===== config.mk =====
export PLATFORM = sky130hd
export DESIGN_NAME = lsu_ctrl
export DESIGN_NICKNAME = d
export VERILOG_FILES = /design/src/rtl/control_types.sv /design/src/rtl/lsu_types.sv /design/src/rtl/lsu_align.sv /design/src/rtl/lsu_ctrl.sv
export SDC_FILE = /design/constraint.sdc
export NUM_CORES = 1
export LEC_CHECK = 0
export ABC_AREA = 0
export ABC_CLOCK_PERIOD_IN_PS = 2800
export CAP_MARGIN = 20
export CORE_ASPECT_RATIO = 0.8
export CORE_MARGIN = 4
export CORE_UTILIZATION = 49
export CTS_CLUSTER_SIZE = 8
export DETAILED_ROUTE_END_ITERATION = 10
export PLACE_DENSITY = 0.87
export SYNTH_ARGS = -nofsm -noshare
export SYNTH_HDL_FRONTEND = slang
export SYNTH_SLANG_ARGS = --single-unit

===== constraint.sdc =====
create_clock -name clk -period 2.8 [get_ports clk]
set_input_delay 0.28 -clock clk [delete_from_list [all_inputs] [get_ports clk]]
set_output_delay 0.28 -clock clk [all_outputs]
set_load 0.1 [all_outputs]

===== src/rtl/control_types.sv =====
// Shared core-control types.
// mem_op : direction of a data-memory access (READ = load, WRITE = store).
package control_types;

    typedef enum logic {
        READ  = 1'b0,
        WRITE = 1'b1
    } mem_op;

endpackage


===== src/rtl/lsu_types.sv =====
// Types and helpers for the load/store unit controller.
// lsu_state_e : controller FSM states.
// err_cause_e : encoding of the err_cause output.
// F3_*        : funct3 access-size/sign codes.
// f3_legal / addr_aligned : request screening applied in IDLE.
package lsu_types;

    import control_types::*;

    typedef enum logic [1:0] {
        ST_IDLE = 2'b00,
        ST_BUSY = 2'b01,
        ST_DONE = 2'b10,
        ST_ERR  = 2'b11
    } lsu_state_e;

    typedef enum logic [1:0] {
        CAUSE_NONE     = 2'b00,
        CAUSE_MISALIGN = 2'b01,
        CAUSE_FUNCT3   = 2'b10,
        CAUSE_TIMEOUT  = 2'b11
    } err_cause_e;

    localparam logic [2:0] F3_B  = 3'b000;
    localparam logic [2:0] F3_H  = 3'b001;
    localparam logic [2:0] F3_W  = 3'b010;
    localparam logic [2:0] F3_BU = 3'b100;
    localparam logic [2:0] F3_HU = 3'b101;

    // Unsigned variants only make sense for loads.
    function automatic logic f3_legal(input mem_op rw, input logic [2:0] f3);
        case (f3)
            F3_B, F3_H, F3_W: return 1'b1;
            F3_BU, F3_HU:     return (rw == READ);
            default:          return 1'b0;
        endcase
    endfunction

    // funct3[1:0] carries the size for every legal code: 00 byte, 01 half, 10 word.
    function automatic logic addr_aligned(input logic [2:0] f3, input logic [1:0] lo);
        case (f3[1:0])
            2'b01:   return ~lo[0];
            2'b10:   return (lo == 2'b00);
            default: return 1'b1;
        endcase
    endfunction

endpackage


===== src/rtl/lsu_align.sv =====
// Byte-lane steering for the LSU (purely combinational).
// Ports:
//   funct3_i  : access size/sign code of the latched request
//   addr_lo_i : addr[1:0] of the latched request
//   st_data_i : store source value
//   rdata_i   : word returned by memory
//   be_o      : byte enables for stores (and loads)
//   wdata_o   : lane-replicated store data
//   ld_data_o : lane-selected, sign/zero-extended load value
module lsu_align
    import lsu_types::*;
(
    input  logic [2:0]  funct3_i,
    input  logic [1:0]  addr_lo_i,
    input  logic [31:0] st_data_i,
    input  logic [31:0] rdata_i,
    output logic [3:0]  be_o,
    output logic [31:0] wdata_o,
    output logic [31:0] ld_data_o
);

    logic [7:0]  rd_lane [4];
    logic [7:0]  byte_sel;
    logic [15:0] half_sel;

    genvar gi;
    generate
        for (gi = 0; gi < 4; gi++) begin : g_lane
            assign rd_lane[gi] = rdata_i[8*gi +: 8];
            // Byte stores put the low byte on every lane, half stores put the
            // low half on both halves, so memory just honours the enables.
            assign wdata_o[8*gi +: 8] =
                (funct3_i[1:0] == 2'b00) ? st_data_i[7:0] :
                (funct3_i[1:0] == 2'b01) ? st_data_i[8*(gi%2) +: 8] :
                                           st_data_i[8*gi +: 8];
        end
    endgenerate

    always_comb begin
        case (funct3_i[1:0])
            2'b00:   be_o = 4'b0001 << addr_lo_i;
            2'b01:   be_o = 4'b0011 << addr_lo_i;
            default: be_o = 4'b1111;
        endcase
    end

    always_comb begin
        byte_sel = rd_lane[addr_lo_i];
        half_sel = {rd_lane[{addr_lo_i[1], 1'b1}], rd_lane[{addr_lo_i[1], 1'b0}]};
        case (funct3_i)
            F3_B:    ld_data_o = {{24{byte_sel[7]}}, byte_sel};
            F3_BU:   ld_data_o = {24'd0, byte_sel};
            F3_H:    ld_data_o = {{16{half_sel[15]}}, half_sel};
            F3_HU:   ld_data_o = {16'd0, half_sel};
            default: ld_data_o = rdata_i;
        endcase
    end

endmodule


===== src/rtl/lsu_ctrl.sv =====
// Load/store unit controller: screens a load/store in IDLE, issues one
// data-memory request, waits for the ack (bounded by TIMEOUT_CYCLES),
// and reports completion or an error for exactly one cycle.
// Ports:
//   clk, rst_n          : clock, asynchronous active-low reset
//   lsu_req, mem_rw     : core requests a load (READ) or store (WRITE)
//   funct3, addr        : access size/sign and byte address
//   st_data             : store source value
//   dmem_*              : data-memory request/response handshake
//   stall               : hold the core while the access is outstanding
//   ld_data, ld_vld     : load writeback value and its one-cycle strobe
//   lsu_err, err_cause  : one-cycle error strobe and its cause
module lsu_ctrl
    import control_types::*;
    import lsu_types::*;
#(
    parameter int unsigned TIMEOUT_CYCLES = 255
) (
    input  logic        clk,
    input  logic        rst_n,
    input  logic        lsu_req,
    input  mem_op       mem_rw,
    input  logic [2:0]  funct3,
    input  logic [31:0] addr,
    input  logic [31:0] st_data,
    output logic        dmem_req,
    output logic        dmem_we,
    output logic [31:0] dmem_addr,
    output logic [31:0] dmem_wdata,
    output logic [3:0]  dmem_be,
    input  logic        dmem_ack,
    input  logic [31:0] dmem_rdata,
    output logic        stall,
    output logic [31:0] ld_data,
    output logic        ld_vld,
    output logic        lsu_err,
    output logic [1:0]  err_cause
);

    lsu_state_e  state_q, state_d;
    logic [31:0] addr_q, addr_d;
    logic [31:0] sdata_q, sdata_d;
    logic [2:0]  f3_q, f3_d;
    mem_op       rw_q, rw_d;
    logic [31:0] cnt_q, cnt_d;
    logic [31:0] ld_data_q, ld_data_d;
    err_cause_e  cause_q, cause_d;

    logic        req_f3_ok;
    logic        req_aligned;
    logic [31:0] cnt_inc;
    logic        timeout_hit;
    logic [3:0]  be_w;
    logic [31:0] wdata_w;
    logic [31:0] ld_ext_w;

    assign req_f3_ok   = f3_legal(mem_rw, funct3);
    assign req_aligned = addr_aligned(funct3, addr[1:0]);
    // The counter holds the number of BUSY cycles already spent, so the
    // cycle in which it would reach the limit is the last one allowed.
    assign cnt_inc     = cnt_q + 32'd1;
    assign timeout_hit = (cnt_inc == 32'(TIMEOUT_CYCLES));

    // Steering works on latched values so the bus stays stable in BUSY.
    lsu_align u_align (
        .funct3_i  (f3_q),
        .addr_lo_i (addr_q[1:0]),
        .st_data_i (sdata_q),
        .rdata_i   (dmem_rdata),
        .be_o      (be_w),
        .wdata_o   (wdata_w),
        .ld_data_o (ld_ext_w)
    );

    // ---------------- FSM: state register ----------------
    always_ff @(posedge clk or negedge rst_n) begin
        if (!rst_n) begin
            state_q <= ST_IDLE;
        end else begin
            state_q <= state_d;
        end
    end

    // ---------------- FSM: next state ----------------
    always_comb begin
        state_d = state_q;
        case (state_q)
            ST_IDLE: begin
                if (lsu_req) begin
                    state_d = (req_f3_ok && req_aligned) ? ST_BUSY : ST_ERR;
                end
            end
            ST_BUSY: begin
                // An ack in the final allowed cycle still completes normally.
                if (dmem_ack) begin
                    state_d = ST_DONE;
                end else if (timeout_hit) begin
                    state_d = ST_ERR;
                end
            end
            ST_DONE: state_d = ST_IDLE;
            ST_ERR:  state_d = ST_IDLE;
            default: state_d = ST_IDLE;
        endcase
    end

    // ---------------- FSM: outputs ----------------
    always_comb begin
        dmem_req   = (state_q == ST_BUSY);
        dmem_we    = (state_q == ST_BUSY) && (rw_q == WRITE);
        dmem_be    = (state_q == ST_BUSY) ? be_w : 4'b0000;
        dmem_addr  = {addr_q[31:2], 2'b00};
        dmem_wdata = wdata_w;
        stall      = lsu_req & ~((state_q == ST_DONE) || (state_q == ST_ERR));
        ld_vld     = (state_q == ST_DONE) && (rw_q == READ);
        lsu_err    = (state_q == ST_ERR);
        err_cause  = (state_q == ST_ERR) ? cause_q : CAUSE_NONE;
        ld_data    = ld_data_q;
    end

    // ---------------- Datapath next state ----------------
    always_comb begin
        addr_d    = addr_q;
        sdata_d   = sdata_q;
        f3_d      = f3_q;
        rw_d      = rw_q;
        cnt_d     = cnt_q;
        ld_data_d = ld_data_q;
        cause_d   = cause_q;
        case (state_q)
            ST_IDLE: begin
                if (lsu_req) begin
                    // An illegal funct3 outranks a misaligned address.
                    if (!req_f3_ok) begin
                        cause_d = CAUSE_FUNCT3;
                    end else if (!req_aligned) begin
                        cause_d = CAUSE_MISALIGN;
                    end else begin
                        addr_d  = addr;
                        sdata_d = st_data;
                        f3_d    = funct3;
                        rw_d    = mem_rw;
                        cnt_d   = 32'd0;
                    end
                end
            end
            ST_BUSY: begin
                cnt_d = cnt_inc;
                if (dmem_ack) begin
                    if (rw_q == READ) begin
                        ld_data_d = ld_ext_w;
                    end
                end else if (timeout_hit) begin
                    cause_d = CAUSE_TIMEOUT;
                end
            end
            default: ;
        endcase
    end

    // ---------------- Datapath registers ----------------
    always_ff @(posedge clk or negedge rst_n) begin
        if (!rst_n) begin
            addr_q    <= 32'd0;
            sdata_q   <= 32'd0;
            f3_q      <= 3'd0;
            rw_q      <= READ;
            cnt_q     <= 32'd0;
            ld_data_q <= 32'd0;
            cause_q   <= CAUSE_NONE;
        end else begin
            addr_q    <= addr_d;
            sdata_q   <= sdata_d;
            f3_q      <= f3_d;
            rw_q      <= rw_d;
            cnt_q     <= cnt_d;
            ld_data_q <= ld_data_d;
            cause_q   <= cause_d;
        end
    end

endmodule


==> flow_summary.json <==
{
  "status": "finished clean",
  "async_flop_share": 1.00,
  "cts_buffer_depth": 2,
  "antenna_found_initial": 0,
  "initial_core_util": 0.502,
  "vias": 6610,
  "syn_to_final_growth_pct": 35.6,
  "grt_use_total": 0.245,
  "min_from": "dmem_rdata[20]",
  "arrival_ps": 2940,
  "numCtsBuffers": 17,
  "worstSetupStartpoint": "cnt_q[0]",
  "ys.flop_type": "dfrtp_1",
  "synth_top_area_cell": "dfrtp_1",
  "coreArea_um2": 15100,
  "hp-class": "input port to register",
  "first_pass_iters": 5,
  "grt_overflow": 0,
  "n_antenna_cell": 0,
  "syn_area_um2": 7560,
  "die_area_um2": 17500,
  "nFillCells": 1067,
  "drv_slew": 0,
  "drcViolationCount": 0,
  "clock.fmax_mhz": 384,
  "grt_pass1_wl_mm": 34.4,
  "grt_setup_unrepaired": "no",
  "htreeDepth": 4,
  "ys_types": 55,
  "critPathCaptureType": "register",
  "required_ps": 3140,
  "synth_edf_count": 0,
  "cts_tree": "built",
  "placed_cell_area_um2": 9610,
  "finalNetCount": 1059,
  "post_drt_wl_per_cell_um": 18.4,
  "vias_per_cell": 5.64,
  "drv_cap": 0,
  "clk_latency_ps": 420,
  "final_area_um2": 10300,
  "yosysSeqAreaShare": 0.450,
  "fin_ws_ps": 198,
  "io_pins": 211,
  "place_worst_setup_slack_ps": 231,
  "grt_pass1_vias": 6536,
  "crit_fanout": 11,
  "rows": 40,
  "final.setup_skew_ps": 8.61,
  "setup_viol": 0,
  "tightest_slew_ps": 860,
  "worstSetupPathType": "register to register",
  "final_hold_viol_count": 0,
  "drive_gt1_frac": 0.288,
  "cts_sinks": 136,
  "gp_congestion": 0.922,
  "synth_warnings": 0,
  "holdPathStages": 3,
  "synth.area.top_cells": "dfrtp_1 45%, mux2_2 13%, o21ai_0 4.9%",
  "root_buffer": "clkbuf_16",
  "drtIter0Drc": 546,
  "hold_slack_ps": 451,
  "period_needed_ps": 2600,
  "r2r_start": "cnt_q[0]",
  "die_x_um": 147,
  "synth_top_area_share": 0.450,
  "grt_max_degree": 77,
  "ff2ff_path_depth": 8,
  "max-slew-margin-rel": 0.426,
  "avgSynthCellArea_um2": 9.61,
  "clk_pin_slew_ps": 70,
  "ant_nets": 0,
  "die_height_um": 119,
  "portBuffers": 208,
  "crit_path_start_kind": "register",
  "hpwl_mm": 15.4,
  "synth_seq_cells": 136,
  "wl_mm": 21.5,
  "fin_crit_sh": 0.929,
  "postSynthCellCount": 787
}
per-stage QoR:
stage,instances,setup TNS [ps],util
finish,1173,0,0.681
global route,1173,0,0.681
CTS,1173,0,0.681
detailed placement,1140,0,0.638
global placement,1140,0,0.638
floorplan,788,-458,-
cells in the mapped netlist, drive strengths merged (2+ instances only):
master,instances
nand2,65
a221oi,3
xor2,3
or3,4
nor2,75
mux2,85
a31oi,11
a21boi,2
mux2i,14
nand4,18
or2,3
a222oi,5
and2,9
o21bai,3
o311ai,2
buf,56
o22ai,3
a211oi,3
clkbuf,44
a21oi,48
nand3,19
inv,19
a22oi,7
nor3b,3
ha,5
dfrtp,136
o21ai,74
and4,5
and3,8
nand2b,6
or4,2
nor3,5
mux4,2
o31ai,11
xnor2,8
nor2b,7
nor4,6
worst max-delay path: stages, from the launching register on:
cell and delay (ps):
dfrtp_1 510, ha_1 270, nand4_4 180, nor4_4 280, a31oi_1 110, or4_1 530, nor4_2 310, nand4_1 180
a21oi_1 160
per-layer routing:
metal / global-route usage / part of all wire / vias up
li1: - / - / 3071
met1: 0.312 / 0.40 / 3209
met2: 0.394 / 0.48 / 292
met3: 0.0753 / 0.090 / 38
met4: 0.0899 / 0.027 / 0
met5: 0 / 0 / -
sequential cells by signal, summed over array words and instances (netlist names):
| register | flops |
|---|---|
| ld_data | 32 |
| rw_q | 1 |
| sdata_q | 32 |
| f3_q | 3 |
| state_q | 2 |
| cause_q | 2 |
| cnt_q | 32 |
| addr_q | 32 |
path summary, 6_finish.rpt:
check	slack, ps	endpoint
setup / recovery	200	cause_q[0]
hold reg to reg	510	sdata_q[19]
setup reg to reg	200	cause_q[0]
min in group asynchronous	460	ld_data[25]
max in group asynchronous	1490	sdata_q[8]
hold / removal	450	ld_data[20]
layout make-up:
class,instances,area [um^2],share of cell area
clock buffer,19,443,0.0432
clock inverter,13,194,0.0189
inverter,19,71.3,0.00696
multi-input combinational,533,3580,0.349
sequential,136,3400,0.332
tap,210,263,0.0256
timing repair buffer,243,2300,0.224
layout by cell type (no fill, tap or decap), types with 4 or more instances in the layout:
cell type        count
dfrtp_1            135
bufinv_16            4
and4_1               5
a31oi_1             11
clkbuf_16           17
nor2_1              72
nor3_1               4
a222oi_1             5
buf_12              17
clkdlybuf4s50_1    102
a22oi_1              7
o21ai_0             66
inv_1               19
nand2_1             65
o21ai_1              8
and2_1               7
xnor2_1              8
a21oi_1             48
and3_1               8
mux2i_1             14
o31ai_1             11
nand3_1             17
mux2_2              85
nand4_1             16
nor2b_1              6
ha_1                 5
buf_4              122
or3_1                4
nand2b_1             6
cells by family (layout without fill, tap and decap cells):
kind of cell / after synthesis / count (layout) / synth area share
simple gates: 236 / 236 / 0.159
mux: 101 / 101 / 0.151
xor+xnor: 11 / 11 / 0.0127
buf+inv: 119 / 294 / 0.0811
flops: 136 / 136 / 0.450
compound gates: 178 / 178 / 0.138
fa+ha+maj: 5 / 5 / 0.00827
other cells: 1 / 2 / 0.000496
what timing repair did:
item / 4_1_cts / 5_1_grt
hold buffers: 1 / 0
buffers inserted: 0 / 0
gates resized for setup: 0 / 0
hold endpoints to repair: 73 / 0
Power is not shown: default switching activity piles up to over one toggle a cycle in this logic, so the estimate is an artifact.
